===== src/rtl/axi_mem_arbiter_pkg.sv =====
// rtl/axi_mem_arbiter_pkg.sv - shared types and AXI constants for axi_mem_arbiter
package axi_mem_arbiter_pkg;

    typedef enum logic [2:0] {
        IDLE,
        AR,
        R,
        AW_W,
        B,
        RESP
    } state_e;

    localparam logic [1:0] AXI_BURST_INCR  = 2'b01;

    localparam logic [1:0] AXI_RESP_OKAY   = 2'b00;
    localparam logic [1:0] AXI_RESP_EXOKAY = 2'b01;
    localparam logic [1:0] AXI_RESP_SLVERR = 2'b10;
    localparam logic [1:0] AXI_RESP_DECERR = 2'b11;

    // 0 = instruction port, 1 = data port
    typedef logic port_idx_t;

    // AXI size encoding for a full-width beat
    function automatic logic [2:0] axi_size(input int unsigned data_width);
        return 3'($clog2(data_width / 8));
    endfunction

endpackage


===== src/rtl/axi_bus.sv =====
// rtl/axi_bus.sv - AXI4 bus interface with master and slave views
// Parameters: AXI_ADDR_WIDTH, AXI_DATA_WIDTH, AXI_ID_WIDTH, AXI_USER_WIDTH.
// Channels: aw, w, b, ar, r with valid/ready handshakes.
interface AXI_BUS #(
    parameter int unsigned AXI_ADDR_WIDTH = 32,
    parameter int unsigned AXI_DATA_WIDTH = 32,
    parameter int unsigned AXI_ID_WIDTH   = 16,
    parameter int unsigned AXI_USER_WIDTH = 10
);
    logic [AXI_ID_WIDTH-1:0]     aw_id;
    logic [AXI_ADDR_WIDTH-1:0]   aw_addr;
    logic [7:0]                  aw_len;
    logic [2:0]                  aw_size;
    logic [1:0]                  aw_burst;
    logic [AXI_USER_WIDTH-1:0]   aw_user;
    logic                        aw_valid;
    logic                        aw_ready;

    logic [AXI_DATA_WIDTH-1:0]   w_data;
    logic [AXI_DATA_WIDTH/8-1:0] w_strb;
    logic                        w_last;
    logic [AXI_USER_WIDTH-1:0]   w_user;
    logic                        w_valid;
    logic                        w_ready;

    logic [AXI_ID_WIDTH-1:0]     b_id;
    logic [1:0]                  b_resp;
    logic [AXI_USER_WIDTH-1:0]   b_user;
    logic                        b_valid;
    logic                        b_ready;

    logic [AXI_ID_WIDTH-1:0]     ar_id;
    logic [AXI_ADDR_WIDTH-1:0]   ar_addr;
    logic [7:0]                  ar_len;
    logic [2:0]                  ar_size;
    logic [1:0]                  ar_burst;
    logic [AXI_USER_WIDTH-1:0]   ar_user;
    logic                        ar_valid;
    logic                        ar_ready;

    logic [AXI_ID_WIDTH-1:0]     r_id;
    logic [AXI_DATA_WIDTH-1:0]   r_data;
    logic [1:0]                  r_resp;
    logic                        r_last;
    logic [AXI_USER_WIDTH-1:0]   r_user;
    logic                        r_valid;
    logic                        r_ready;

    modport Master (
        output aw_id, aw_addr, aw_len, aw_size, aw_burst, aw_user, aw_valid, input aw_ready,
        output w_data, w_strb, w_last, w_user, w_valid, input w_ready,
        input b_id, b_resp, b_user, b_valid, output b_ready,
        output ar_id, ar_addr, ar_len, ar_size, ar_burst, ar_user, ar_valid, input ar_ready,
        input r_id, r_data, r_resp, r_last, r_user, r_valid, output r_ready
    );

    modport Slave (
        input aw_id, aw_addr, aw_len, aw_size, aw_burst, aw_user, aw_valid, output aw_ready,
        input w_data, w_strb, w_last, w_user, w_valid, output w_ready,
        output b_id, b_resp, b_user, b_valid, input b_ready,
        input ar_id, ar_addr, ar_len, ar_size, ar_burst, ar_user, ar_valid, output ar_ready,
        output r_id, r_data, r_resp, r_last, r_user, r_valid, input r_ready
    );

endinterface


===== src/rtl/axi_mem_arbiter_sel.sv =====
// rtl/axi_mem_arbiter_sel.sv - 2-way request selector, round-robin or fixed priority
// Ports: clk_i/rst_ni clock and async active-low reset; req_i requests (already
// gated to grantable cycles); gnt_o one-hot grant; idx_o granted port index.
// Config: AXI_MEM_ARBITER_RR_EN selects round-robin; otherwise port 1 always wins.
module axi_mem_arbiter_sel
    import axi_mem_arbiter_pkg::*;
(
    input  logic       clk_i,
    input  logic       rst_ni,
    input  logic [1:0] req_i,
    output logic [1:0] gnt_o,
    output port_idx_t  idx_o
);

`ifdef AXI_MEM_ARBITER_RR_EN
    // Port served by the most recent grant; the other one wins a tie.
    port_idx_t last_q;

    always_ff @(posedge clk_i or negedge rst_ni) begin
        if (!rst_ni) begin
            last_q <= 1'b0;
        end else if (|req_i) begin
            last_q <= idx_o;
        end
    end

    always_comb begin
        idx_o = req_i[1];
        if (req_i == 2'b11) begin
            idx_o = ~last_q;
        end
    end
`else
    logic unused_clk;
    assign unused_clk = clk_i ^ rst_ni;

    always_comb begin
        idx_o = req_i[1];
    end
`endif

    always_comb begin
        gnt_o = 2'b00;
        if (|req_i) begin
            gnt_o = idx_o ? 2'b10 : 2'b01;
        end
    end

endmodule


===== src/rtl/axi_mem_arbiter.sv =====
// rtl/axi_mem_arbiter.sv - two-port requester to single-beat AXI master arbiter
// Ports: clk_i/rst_ni clock and async active-low reset; req_i/gnt_o request and
// one-hot grant per port; addr_i/we_i/be_i/wdata_i transaction fields per port;
// rvalid_o/rdata_o/err_o completion pulse, read data, error; AXI_Master bus.
// Config: AXI_MEM_ARBITER_RR_EN enables round-robin tie breaking.
module axi_mem_arbiter
    import axi_mem_arbiter_pkg::*;
#(
    parameter int unsigned AXI_ADDR_WIDTH = 32,
    parameter int unsigned AXI_DATA_WIDTH = 32,
    parameter int unsigned AXI_ID_WIDTH   = 16,
    parameter int unsigned AXI_USER_WIDTH = 10
) (
    input  logic                               clk_i,
    input  logic                               rst_ni,
    input  logic [1:0]                         req_i,
    output logic [1:0]                         gnt_o,
    input  logic [1:0][AXI_ADDR_WIDTH-1:0]     addr_i,
    input  logic [1:0]                         we_i,
    input  logic [1:0][AXI_DATA_WIDTH/8-1:0]   be_i,
    input  logic [1:0][AXI_DATA_WIDTH-1:0]     wdata_i,
    output logic [1:0]                         rvalid_o,
    output logic [AXI_DATA_WIDTH-1:0]          rdata_o,
    output logic                               err_o,
    AXI_BUS.Master                             AXI_Master
);

    localparam int unsigned OFFS     = $clog2(AXI_DATA_WIDTH / 8);
    localparam logic [2:0]  AXI_SIZE = axi_size(AXI_DATA_WIDTH);

    state_e                      state_q;
    logic [AXI_ADDR_WIDTH-1:0]   addr_q;
    logic [AXI_DATA_WIDTH/8-1:0] be_q;
    logic [AXI_DATA_WIDTH-1:0]   wdata_q;
    port_idx_t                   port_q;
    logic                        ar_valid_q, aw_valid_q, w_valid_q;
    logic                        r_ready_q, b_ready_q;
    logic [1:0]                  rvalid_q;
    logic                        err_q;
    logic [AXI_DATA_WIDTH-1:0]   rdata_q;

    logic                        idle;
    logic [1:0]                  sel_req, sel_gnt;
    port_idx_t                   sel_idx;
    logic [AXI_ADDR_WIDTH-1:0]   addr_aligned;

    // Grants only in IDLE and never while reset is held.
    assign idle    = (state_q == IDLE) && rst_ni;
    assign sel_req = req_i & {2{idle}};

    axi_mem_arbiter_sel u_sel (
        .clk_i  (clk_i),
        .rst_ni (rst_ni),
        .req_i  (sel_req),
        .gnt_o  (sel_gnt),
        .idx_o  (sel_idx)
    );

    assign gnt_o = sel_gnt;

    always_ff @(posedge clk_i or negedge rst_ni) begin
        if (!rst_ni) begin
            state_q    <= IDLE;
            addr_q     <= '0;
            be_q       <= '0;
            wdata_q    <= '0;
            port_q     <= 1'b0;
            ar_valid_q <= 1'b0;
            aw_valid_q <= 1'b0;
            w_valid_q  <= 1'b0;
            r_ready_q  <= 1'b0;
            b_ready_q  <= 1'b0;
            rvalid_q   <= 2'b00;
            err_q      <= 1'b0;
            rdata_q    <= '0;
        end else begin
            rvalid_q <= 2'b00;
            unique case (state_q)
                IDLE: begin
                    if (|sel_gnt) begin
                        addr_q  <= addr_i[sel_idx];
                        be_q    <= be_i[sel_idx];
                        wdata_q <= wdata_i[sel_idx];
                        port_q  <= sel_idx;
                        if (we_i[sel_idx]) begin
                            aw_valid_q <= 1'b1;
                            w_valid_q  <= 1'b1;
                            state_q    <= AW_W;
                        end else begin
                            ar_valid_q <= 1'b1;
                            state_q    <= AR;
                        end
                    end
                end
                AR: begin
                    if (AXI_Master.ar_ready) begin
                        ar_valid_q <= 1'b0;
                        r_ready_q  <= 1'b1;
                        state_q    <= R;
                    end
                end
                AW_W: begin
                    // A dropped valid marks its channel as already accepted.
                    if (AXI_Master.aw_ready) aw_valid_q <= 1'b0;
                    if (AXI_Master.w_ready)  w_valid_q  <= 1'b0;
                    if ((!aw_valid_q || AXI_Master.aw_ready) &&
                        (!w_valid_q  || AXI_Master.w_ready)) begin
                        b_ready_q <= 1'b1;
                        state_q   <= B;
                    end
                end
                R: begin
                    if (AXI_Master.r_valid) begin
                        r_ready_q <= 1'b0;
                        rdata_q   <= AXI_Master.r_data;
                        err_q     <= (AXI_Master.r_resp != AXI_RESP_OKAY);
                        rvalid_q  <= port_q ? 2'b10 : 2'b01;
                        state_q   <= RESP;
                    end
                end
                B: begin
                    if (AXI_Master.b_valid) begin
                        b_ready_q <= 1'b0;
                        rdata_q   <= '0;
                        err_q     <= (AXI_Master.b_resp != AXI_RESP_OKAY);
                        rvalid_q  <= port_q ? 2'b10 : 2'b01;
                        state_q   <= RESP;
                    end
                end
                RESP: begin
                    state_q <= IDLE;
                end
                default: begin
                    state_q <= IDLE;
                end
            endcase
        end
    end

    assign rvalid_o = rvalid_q;
    assign rdata_o  = rdata_q;
    assign err_o    = err_q;

    assign addr_aligned = {addr_q[AXI_ADDR_WIDTH-1:OFFS], {OFFS{1'b0}}};

    assign AXI_Master.ar_id    = AXI_ID_WIDTH'(port_q);
    assign AXI_Master.ar_addr  = addr_aligned;
    assign AXI_Master.ar_len   = 8'd0;
    assign AXI_Master.ar_size  = AXI_SIZE;
    assign AXI_Master.ar_burst = AXI_BURST_INCR;
    assign AXI_Master.ar_user  = AXI_USER_WIDTH'(0);
    assign AXI_Master.ar_valid = ar_valid_q;
    assign AXI_Master.r_ready  = r_ready_q;

    assign AXI_Master.aw_id    = AXI_ID_WIDTH'(port_q);
    assign AXI_Master.aw_addr  = addr_aligned;
    assign AXI_Master.aw_len   = 8'd0;
    assign AXI_Master.aw_size  = AXI_SIZE;
    assign AXI_Master.aw_burst = AXI_BURST_INCR;
    assign AXI_Master.aw_user  = AXI_USER_WIDTH'(0);
    assign AXI_Master.aw_valid = aw_valid_q;
    assign AXI_Master.w_data   = wdata_q;
    assign AXI_Master.w_strb   = be_q;
    assign AXI_Master.w_last   = 1'b1;
    assign AXI_Master.w_user   = AXI_USER_WIDTH'(0);
    assign AXI_Master.w_valid  = w_valid_q;
    assign AXI_Master.b_ready  = b_ready_q;

    logic unused_axi;
    assign unused_axi = ^{AXI_Master.r_id, AXI_Master.r_last, AXI_Master.r_user,
                          AXI_Master.b_id, AXI_Master.b_user, addr_q[OFFS-1:0]};

endmodule


===== src/flat_wrapper.sv =====
// flat-port wrapper written by rule: the top's interface ports become plain ports
module axi_mem_arbiter_flat import axi_mem_arbiter_pkg::*;
#(
    parameter int unsigned AXI_ADDR_WIDTH = 32,
    parameter int unsigned AXI_DATA_WIDTH = 32,
    parameter int unsigned AXI_ID_WIDTH   = 16,
    parameter int unsigned AXI_USER_WIDTH = 10
)
  (clk_i, rst_ni, req_i, gnt_o, addr_i, we_i, be_i, wdata_i, rvalid_o, rdata_o, err_o, AXI_Master_aw_id, AXI_Master_aw_addr, AXI_Master_aw_len, AXI_Master_aw_size, AXI_Master_aw_burst, AXI_Master_aw_user, AXI_Master_aw_valid, AXI_Master_aw_ready, AXI_Master_w_data, AXI_Master_w_strb, AXI_Master_w_last, AXI_Master_w_user, AXI_Master_w_valid, AXI_Master_w_ready, AXI_Master_b_id, AXI_Master_b_resp, AXI_Master_b_user, AXI_Master_b_valid, AXI_Master_b_ready, AXI_Master_ar_id, AXI_Master_ar_addr, AXI_Master_ar_len, AXI_Master_ar_size, AXI_Master_ar_burst, AXI_Master_ar_user, AXI_Master_ar_valid, AXI_Master_ar_ready, AXI_Master_r_id, AXI_Master_r_data, AXI_Master_r_resp, AXI_Master_r_last, AXI_Master_r_user, AXI_Master_r_valid, AXI_Master_r_ready);
  AXI_BUS #(.AXI_ADDR_WIDTH(AXI_ADDR_WIDTH), .AXI_DATA_WIDTH(AXI_DATA_WIDTH), .AXI_ID_WIDTH(AXI_ID_WIDTH), .AXI_USER_WIDTH(AXI_USER_WIDTH)) AXI_Master_i ();
  input  logic clk_i;
  input  logic rst_ni;
  input  logic [1:0] req_i;
  output logic [1:0] gnt_o;
  input  logic [1:0][AXI_ADDR_WIDTH-1:0] addr_i;
  input  logic [1:0] we_i;
  input  logic [1:0][AXI_DATA_WIDTH/8-1:0] be_i;
  input  logic [1:0][AXI_DATA_WIDTH-1:0] wdata_i;
  output logic [1:0] rvalid_o;
  output logic [AXI_DATA_WIDTH-1:0] rdata_o;
  output logic err_o;
  output wire logic [$bits(AXI_Master_i.aw_id)-1:0] AXI_Master_aw_id;
  output wire logic [$bits(AXI_Master_i.aw_addr)-1:0] AXI_Master_aw_addr;
  output wire logic [$bits(AXI_Master_i.aw_len)-1:0] AXI_Master_aw_len;
  output wire logic [$bits(AXI_Master_i.aw_size)-1:0] AXI_Master_aw_size;
  output wire logic [$bits(AXI_Master_i.aw_burst)-1:0] AXI_Master_aw_burst;
  output wire logic [$bits(AXI_Master_i.aw_user)-1:0] AXI_Master_aw_user;
  output wire logic [$bits(AXI_Master_i.aw_valid)-1:0] AXI_Master_aw_valid;
  input wire logic [$bits(AXI_Master_i.aw_ready)-1:0] AXI_Master_aw_ready;
  output wire logic [$bits(AXI_Master_i.w_data)-1:0] AXI_Master_w_data;
  output wire logic [$bits(AXI_Master_i.w_strb)-1:0] AXI_Master_w_strb;
  output wire logic [$bits(AXI_Master_i.w_last)-1:0] AXI_Master_w_last;
  output wire logic [$bits(AXI_Master_i.w_user)-1:0] AXI_Master_w_user;
  output wire logic [$bits(AXI_Master_i.w_valid)-1:0] AXI_Master_w_valid;
  input wire logic [$bits(AXI_Master_i.w_ready)-1:0] AXI_Master_w_ready;
  input wire logic [$bits(AXI_Master_i.b_id)-1:0] AXI_Master_b_id;
  input wire logic [$bits(AXI_Master_i.b_resp)-1:0] AXI_Master_b_resp;
  input wire logic [$bits(AXI_Master_i.b_user)-1:0] AXI_Master_b_user;
  input wire logic [$bits(AXI_Master_i.b_valid)-1:0] AXI_Master_b_valid;
  output wire logic [$bits(AXI_Master_i.b_ready)-1:0] AXI_Master_b_ready;
  output wire logic [$bits(AXI_Master_i.ar_id)-1:0] AXI_Master_ar_id;
  output wire logic [$bits(AXI_Master_i.ar_addr)-1:0] AXI_Master_ar_addr;
  output wire logic [$bits(AXI_Master_i.ar_len)-1:0] AXI_Master_ar_len;
  output wire logic [$bits(AXI_Master_i.ar_size)-1:0] AXI_Master_ar_size;
  output wire logic [$bits(AXI_Master_i.ar_burst)-1:0] AXI_Master_ar_burst;
  output wire logic [$bits(AXI_Master_i.ar_user)-1:0] AXI_Master_ar_user;
  output wire logic [$bits(AXI_Master_i.ar_valid)-1:0] AXI_Master_ar_valid;
  input wire logic [$bits(AXI_Master_i.ar_ready)-1:0] AXI_Master_ar_ready;
  input wire logic [$bits(AXI_Master_i.r_id)-1:0] AXI_Master_r_id;
  input wire logic [$bits(AXI_Master_i.r_data)-1:0] AXI_Master_r_data;
  input wire logic [$bits(AXI_Master_i.r_resp)-1:0] AXI_Master_r_resp;
  input wire logic [$bits(AXI_Master_i.r_last)-1:0] AXI_Master_r_last;
  input wire logic [$bits(AXI_Master_i.r_user)-1:0] AXI_Master_r_user;
  input wire logic [$bits(AXI_Master_i.r_valid)-1:0] AXI_Master_r_valid;
  output wire logic [$bits(AXI_Master_i.r_ready)-1:0] AXI_Master_r_ready;
  assign AXI_Master_aw_id = AXI_Master_i.aw_id;
  assign AXI_Master_aw_addr = AXI_Master_i.aw_addr;
  assign AXI_Master_aw_len = AXI_Master_i.aw_len;
  assign AXI_Master_aw_size = AXI_Master_i.aw_size;
  assign AXI_Master_aw_burst = AXI_Master_i.aw_burst;
  assign AXI_Master_aw_user = AXI_Master_i.aw_user;
  assign AXI_Master_aw_valid = AXI_Master_i.aw_valid;
  assign AXI_Master_i.aw_ready = AXI_Master_aw_ready;
  assign AXI_Master_w_data = AXI_Master_i.w_data;
  assign AXI_Master_w_strb = AXI_Master_i.w_strb;
  assign AXI_Master_w_last = AXI_Master_i.w_last;
  assign AXI_Master_w_user = AXI_Master_i.w_user;
  assign AXI_Master_w_valid = AXI_Master_i.w_valid;
  assign AXI_Master_i.w_ready = AXI_Master_w_ready;
  assign AXI_Master_i.b_id = AXI_Master_b_id;
  assign AXI_Master_i.b_resp = AXI_Master_b_resp;
  assign AXI_Master_i.b_user = AXI_Master_b_user;
  assign AXI_Master_i.b_valid = AXI_Master_b_valid;
  assign AXI_Master_b_ready = AXI_Master_i.b_ready;
  assign AXI_Master_ar_id = AXI_Master_i.ar_id;
  assign AXI_Master_ar_addr = AXI_Master_i.ar_addr;
  assign AXI_Master_ar_len = AXI_Master_i.ar_len;
  assign AXI_Master_ar_size = AXI_Master_i.ar_size;
  assign AXI_Master_ar_burst = AXI_Master_i.ar_burst;
  assign AXI_Master_ar_user = AXI_Master_i.ar_user;
  assign AXI_Master_ar_valid = AXI_Master_i.ar_valid;
  assign AXI_Master_i.ar_ready = AXI_Master_ar_ready;
  assign AXI_Master_i.r_id = AXI_Master_r_id;
  assign AXI_Master_i.r_data = AXI_Master_r_data;
  assign AXI_Master_i.r_resp = AXI_Master_r_resp;
  assign AXI_Master_i.r_last = AXI_Master_r_last;
  assign AXI_Master_i.r_user = AXI_Master_r_user;
  assign AXI_Master_i.r_valid = AXI_Master_r_valid;
  assign AXI_Master_r_ready = AXI_Master_i.r_ready;
  axi_mem_arbiter #(.AXI_ADDR_WIDTH(AXI_ADDR_WIDTH), .AXI_DATA_WIDTH(AXI_DATA_WIDTH), .AXI_ID_WIDTH(AXI_ID_WIDTH), .AXI_USER_WIDTH(AXI_USER_WIDTH)) u_core (.clk_i(clk_i), .rst_ni(rst_ni), .req_i(req_i), .gnt_o(gnt_o), .addr_i(addr_i), .we_i(we_i), .be_i(be_i), .wdata_i(wdata_i), .rvalid_o(rvalid_o), .rdata_o(rdata_o), .err_o(err_o), .AXI_Master(AXI_Master_i));
endmodule

===== config.mk =====
export PLATFORM = sky130hd
export DESIGN_NAME = axi_mem_arbiter_flat
export DESIGN_NICKNAME = d
export VERILOG_FILES = /design/src/rtl/axi_mem_arbiter_pkg.sv /design/src/rtl/axi_bus.sv /design/src/rtl/axi_mem_arbiter_sel.sv /design/src/rtl/axi_mem_arbiter.sv /design/src/flat_wrapper.sv
export SDC_FILE = /design/constraint.sdc
export NUM_CORES = 1
export LEC_CHECK = 0
export BUFFER_PORTS_ARGS = -buffer_cell sky130_fd_sc_hd__buf_2
export CORE_AREA = 3 3 181 183
export DETAILED_ROUTE_END_ITERATION = 12
export DIE_AREA = 0 0 184 186
export HOLD_SLACK_MARGIN = 0.15
export RECOVER_POWER = 50
export SYNTH_ARGS = -nofsm -noshare
export SYNTH_HDL_FRONTEND = slang
export SYNTH_SLANG_ARGS = --single-unit

===== constraint.sdc =====
create_clock -name clk_i -period 1.7 [get_ports clk_i]
set_input_delay 0.17 -clock clk_i [delete_from_list [all_inputs] [get_ports clk_i]]
set_output_delay 0.17 -clock clk_i [all_outputs]
set_load 0.01 [all_outputs]

## Word level (Yosys, flattened, before mapping)

Cells that the tools add are included.

| storage, ports and cells | value |
|---|---|
| bits of input ports | 236 |
| latch bits | 0 |
| bits in read-only memories | 0 |
| memories | 0 |
| register bits after elaboration | 112 |
| memory bits (writable) | 0 |
| output and inout port bits | 231 |
| word-level logic and storage cells | 95 |

| operators by class | value |
|---|---|
| $add $sub $neg | 0 |
| equality and inequality tests | 13 |
| muxes and demuxes | 43 |
| order comparisons | 1 |
| divide/modulo/power cells | 0 |
| $mul | 0 |
| shifts and indexed selects | 0 |
| bitwise gates (word level) | 1 |
| reduce and logical (&&, ||, !) cells | 24 |

Operator list:

| operator | number |
|---|---|
| $mux 32 | 6 |
| $pmux 32 s2 | 1 |
| $ne 2x2->1 const B | 8 |
| $mux 1 | 15 |
| $mux 3 | 5 |
| $pmux 3 s5 | 1 |
| $reduce_bool 2->1 | 7 |
| $mux 2 | 6 |
| $pmux 1 s2 | 6 |
| $reduce_and 4->1 | 3 |
| $reduce_and 3->1 | 3 |
| $mux 4 | 2 |
| $eq 3x2->1 const B | 2 |
| $reduce_and 5->1 | 1 |
| $pmux 2 s2 | 1 |
| $reduce_or 2->1 | 2 |
| $eq 3x1->1 const B | 1 |
| $eq 3x3->1 const B | 1 |
| $logic_not 3->1 | 1 |
| $and 2x2->2 | 1 |
| $logic_and 1x1->1 | 2 |
| $logic_not 1->1 | 2 |
| $logic_or 1x1->1 | 2 |
| $lt 1x2->1 const B | 1 |
| 2 further kinds | 2 |

## Longest topological paths before layout

| logic depth | value |
|---|---|
| word-level depth | 8 |
| gate-level depth with buffers | 6 |
| depth with buffers taken out | 4 |

## By module

Synthesis repeated with hierarchy kept, for this count alone.

| unflattened totals | value |
|---|---|
| cell total of the unflattened synthesis | 478 |
| area total of the unflattened synthesis | 5940.7 sq um |

Modules (own cells, without submodules):

| module | sequential area each (sq um) | instances | cells an instance | area each (sq um) |
|---|---|---|---|---|
| axi_mem_arbiter | 2752.6 | 1 | 475 | 5923.2 |
| axi_mem_arbiter_sel | 0.0 | 1 | 3 | 17.5 |

## Least setup slack after synthesis

OpenSTA, ideal clock, no wires.

| timing path | value |
|---|---|
| path kind | register -> register |
| start point | register u_core.state_q[2] |
| end point | register u_core.addr_q[17] |
| library setup time | 0.121 ns |
| buffers on the path | 2 |
| data arrival time | 1.459 ns |
| data required time | 1.579 ns |
| setup slack | 0.120 ns |
| cell stages (with the launch flop) | 6 |
| path through | dfrtp_1 > nor4b_4 > nand2_2 > buf_2 > buf_6 > o22a_1 |

| between the ends | value |
|---|---|
| longest elaborated chain between the ends | 7 |
| elaborated cells on any way between the ends | 10 |
| those cells by class | mux: 4; bitwise: 1; reduce/logical: 5 |

Ends and longest elaborated chain:

| element | line | RTL |
|---|---|---|
| start: declaration | axi_mem_arbiter.sv:31 | `state_e state_q;` |
| start signal: assignment | axi_mem_arbiter.sv:63 | `state_q <= IDLE;` |
| start signal: assignment | axi_mem_arbiter.sv:88 | `state_q <= AW_W;` |
| start signal: assignment | axi_mem_arbiter.sv:91 | `state_q <= AR;` |
| $logic_not 3->1 * | axi_mem_arbiter.sv:48, axi_mem_arbiter.sv:78 |  |
| $logic_and 1x1->1 | axi_mem_arbiter.sv:48 | `assign idle = (state_q == IDLE) && rst_ni;` |
| $and 2x2->2 | axi_mem_arbiter.sv:49 | `assign sel_req = req_i & {2{idle}};` |
| $mux 2 or $reduce_or 2->1 (tied branches) | axi_mem_arbiter_sel.sv:45, axi_mem_arbiter_sel.sv:44 |  |
| $mux 2 | axi_mem_arbiter_sel.sv:44 | `if (\|req_i) begin` |
| $reduce_or 2->1 | axi_mem_arbiter.sv:80 | `if (\|sel_gnt) begin` |
| $reduce_and 2->1 (no line) | - |  |
| end signal: assignment | axi_mem_arbiter.sv:81 | `addr_q <= addr_i[sel_idx];` |
| end: declaration | axi_mem_arbiter.sv:32 | `logic [AXI_ADDR_WIDTH-1:0] addr_q;` |

Every way passes the cells marked *; elsewhere a longest branch is shown, timed or not. The select of a mux whose other input is x is not followed.
A chain may end at the register's enable or synchronous reset.

## Final worst setup path

| timing path | value |
|---|---|
| start point | register u_core.state_q[1] |
| end point | register u_core.err_q, in the netlist u_core.err_o |

| between the ends | value |
|---|---|
| longest elaborated chain between the ends | 3 |
| elaborated cells on any way between the ends | 7 |
| those cells by class | eq/ne: 4; mux: 1; reduce/logical: 2 |

Ends and longest elaborated chain:

| element | line | RTL |
|---|---|---|
| $eq 3x2->1 or $eq 3x3->1 (tied branches) | axi_mem_arbiter.sv:78 | `unique case (state_q)` |
| $ne 2x2->1 (no line) or $reduce_bool 2->1 (tied branches) | - |  |
| $reduce_and 3->1 (no line) | - |  |
| end signal: assignment | axi_mem_arbiter.sv:116 | `err_q <= (AXI_Master.r_resp != AXI_RESP_OKAY);` |
| end signal: assignment | axi_mem_arbiter.sv:125 | `err_q <= (AXI_Master.b_resp != AXI_RESP_OKAY);` |
| end: declaration | axi_mem_arbiter.sv:39 | `logic err_q;` |

Several ways; a longest one is shown, not always the timed one.

==> results.toml <==
[setup_path]
worst-path-buf-inv = 4
rr_endpoint = "u_core.err_o"
cp_data_required_time_ns = 1.95
crit_path_frequent_cell = "buf_6"
crit_slowest_cell = "dfrtp_1"
r2r_setup_slack_ns = -0.16
critPathTopFamily = "buffers and inverters"
rr_worst_depth = 7
crit_type = "reg2reg"
timing.rr.start = "u_core.state_q[1]"
path_max_fanout = 10
slowest_delay_ns = 0.41
crit_chain = "buf_4, buf_6, buf_6, nand3b_1, a21oi_4, buf_12, mux2_2"
cp-end-kind = "register"
cp.arrival_ns = 2.10
start_kind = "register"

[floorplanning]
die_w_um = 184
die-area_um2 = 34200
rows = 65
boundaryPins = 467
chipHeight_um = 186
coreArea_um2 = 31400
initial_utilization_pct = 20.9

[place]
port_buffers = 318
hpwl_mm = 15.6
placed_area_um2 = 8270
globalplace.congestion = 0.752

[synth]
synth_ff_type = "dfrtp_1"
seq_area_frac_synth_pct = 41.9
synth_top_area_share_pct = 41.9
synth_area_leaders = "dfrtp_1 (42%), buf_4 (14%), o22a_1 (8.8%), a21boi_0 (7.5%), mux2i_1 (5.2%)"
synth_edf_count = 0
ys_ff_latch = 110
postSynthCellCount = 709
synthesis.area_um2 = 6570
synth.largest_area_cell = "dfrtp_1"
synthTopCellsByCount = "buf_4 (126), dfrtp_1 (110), nor2_1 (72)"
syn_avg_cell_area_um2 = 9.26
async_flop_share_pct = 100
yosysWarnings = 0
synth_cell_types = 37
synth_most_common_cell = "buf_4"

[finish]
nets = 1356
drive_gt1_share_pct = 36.5
diodes = 0
final_cell_area_um2 = 10200
nFillCells = 3227
syn2layout_area_growth_pct = 55.4

[pwr]
combPwrFrac_pct = 53.3
power.leakage_nw = 4.97
p_per_area_nw_per_um2 = 1460
power_frac_seq_pct = 32.2
p_sw_share_pct = 39.9
ir_drop_mv = 0.740
p_sw_mw = 5.94
internal_power_mw = 8.97
p_clk_share_pct = 14.5

[global_routing]
grt_overflow_total = 0
grt_usage_pct = 12.6
grt_pass1_wl_mm = 33.9
antenna_found_initial = 3
grt_pass1_vias = 6200
grt_max_degree = 90

[route]
ant_nets = 0
drt_wl_total_mm = 24.0
drt_iter0_markers = 156
avgViaCountPerCell = 4.15
num_vias = 6339
drt-pass1-iter-count = 4
drc = 0
drt-wirelength-per-cell_um = 15.7

[timing]
fin_crit_sh_pct = 109
setup_violations = 92
worst_pin_slew_ns = 0.860
timing.final.max_slew_violations = 0
timing.fmax_mhz = 539
clock-skew-final_ns = 0.0107
tns_ns = -6.78
max-slew-margin-rel_pct = 42.7
fin_ws_ns = -0.156
period_minus_slack_ns = 1.86
finalHoldViolations = 0
rsz0062_at_grt = "true"

[clock_network]
cts_buffer_depth = 2
clkTransAtPathRegs_ns = 0.09
cts_tree = "yes"
cts_sinks = 110
numCtsBuffers = 9
htreeDepth = 3
insertion_delay_ns = 0.36
root_buffer = "clkbuf_16"

[worst_hold_path]
worstHoldStart = "wdata_i[7]"
min_to = "u_core.AXI_Master.w_data[7]"
hp-class = "in2reg"
hold_depth = 4

[status]
violations = "negative setup slack"
outcome = "finished with violations"

[job]
drv_cap = 0
[per-layer routing]
metal | global-route usage (%) | vias up | part of all wire, %
met5 | 0 | - | 0.14
met4 | 3.14 | 6 | 1.2
met3 | 3.42 | 25 | 7.0
met2 | 23.5 | 289 | 52
met1 | 14.2 | 3006 | 40
li1 | - | 3013 | -
[how the worst max path moves through the flow]
stage | from | end | slack (ns) | cells after the start
6_report | u_core.state_q[1] | u_core.err_o | -0.16 | 7
5_1_grt | u_core.state_q[1] | gnt_o[0] | -0.26 | 6
4_1_cts | u_core.state_q[1] | gnt_o[0] | -0.20 | 6
3_5_place_dp | u_core.state_q[2] | u_core.rdata_o[10] | 0.002 | 6
3_3_place_gp | u_core.state_q[2] | u_core.err_o | 0.02 | 5
2_1_floorplan | u_core.state_q[2] | u_core.addr_q[17] | 0.12 | 5
[through the flow]
stage	hold slack (ns)	total power, mW	utilization (%)	setup slack [ns]	std cells
finish	0.172	14.9	32.5	-0.156	1527
floorplan	-0.126	9.37	-	0.120	798
CTS	0.150	14.6	31.4	-0.204	1514
detailed placement	0.204	11.9	26.4	0.00198	1376
global route	0.175	16.1	32.5	-0.258	1527
global placement	0.196	11.7	26.4	0.0206	1376
[placed cells by master (no fill, tap or decap), types with 2 or more instances in the layout]
master         synthesis  layout
a21boi_0              66      66
a21o_1                 2       2
a21oi_1               67      66
a31oi_1                2       2
buf_12                 0      16
buf_16                 0       3
buf_2                  6     297
buf_4                126      19
buf_6                  7      13
buf_8                  0       3
clkbuf_1              34      21
clkbuf_16              0      16
clkinv_4               0       2
conb_1                 2      91
dfrtp_1              110     110
dlygate4sd3_1          0     110
inv_1                 40      39
inv_6                  0       3
mux2i_1               34      32
mux2i_2                0       2
nand2_1               33      33
nand2b_1               4       4
nand3_1                4       4
nand3b_1               5       5
nor2_1                72      44
nor2_2                 0      26
nor2_4                 0       2
nor2b_1                4       4
o21ai_0                4       4
o22a_1                66      66
[cells by family after synthesis]
| kind of cell | after synthesis | synth area share (%) |
|---|---|---|
| compound gates | 216 | 23.4 |
| buf+inv | 218 | 20.6 |
| flops | 110 | 41.9 |
| other cells | 2 | 0.114 |
| mux | 35 | 5.35 |
| simple gates | 128 | 8.67 |
[power groups by stage]
stage / combinational [mW] / clock [mW] / sequential [mW]
floorplan: 4.04 / 0 / 5.33
global placement: 6.94 / 0 / 4.79
detailed placement: 7.06 / 0 / 4.82
CTS: 7.53 / 2.30 / 4.80
global route: 8.71 / 2.37 / 4.98
finish: 7.95 / 2.16 / 4.80
[layout make-up]
class | instances | area, um2 | share of cell area (%)
Timing Repair Buffer | 489 | 3580 | 35.1
Clock buffer | 10 | 229 | 2.24
Inverter | 40 | 155 | 1.52
Tap cell | 402 | 503 | 4.93
Clock inverter | 6 | 62.6 | 0.613
Sequential cell | 110 | 2750 | 27.0
Multi-Input combinational cell | 470 | 2920 | 28.6
[what timing repair did]
action / in CTS / in global routing
hold buffers: 111 / 0
resized for setup: 21 / 43
endpoints found under the setup margin: 2 / 92
cloned: 2 / 8
endpoints found under the hold margin: 212 / 0
setup buffers: 9 / 6
pin swaps: 4 / 1
[sequential cells by signal, summed over array words and instances, names as in the netlist]
name                        cells
u_core.err_o                    1
u_core.AXI_Master.r_ready       1
u_core.AXI_Master.b_ready       1
u_core.addr_q                  30
u_core.AXI_Master.w_valid       1
u_core.state_q                  3
u_core.rvalid_o                 2
u_core.AXI_Master.ar_valid      1
u_core.AXI_Master.w_strb        4
u_core.AXI_Master.aw_valid      1
u_core.port_q                   1
u_core.rdata_o                 32
u_core.AXI_Master.w_data       32
[tightest hold or removal path, delay by kind of cell]
| family | cells | cell delay [ns] |
|---|---|---|
| compound gates | 2 | 0.17 |
| simple gates | 1 | 0.08 |
| buf+inv | 1 | 0.07 |
Power figures use the tool's default switching activity.
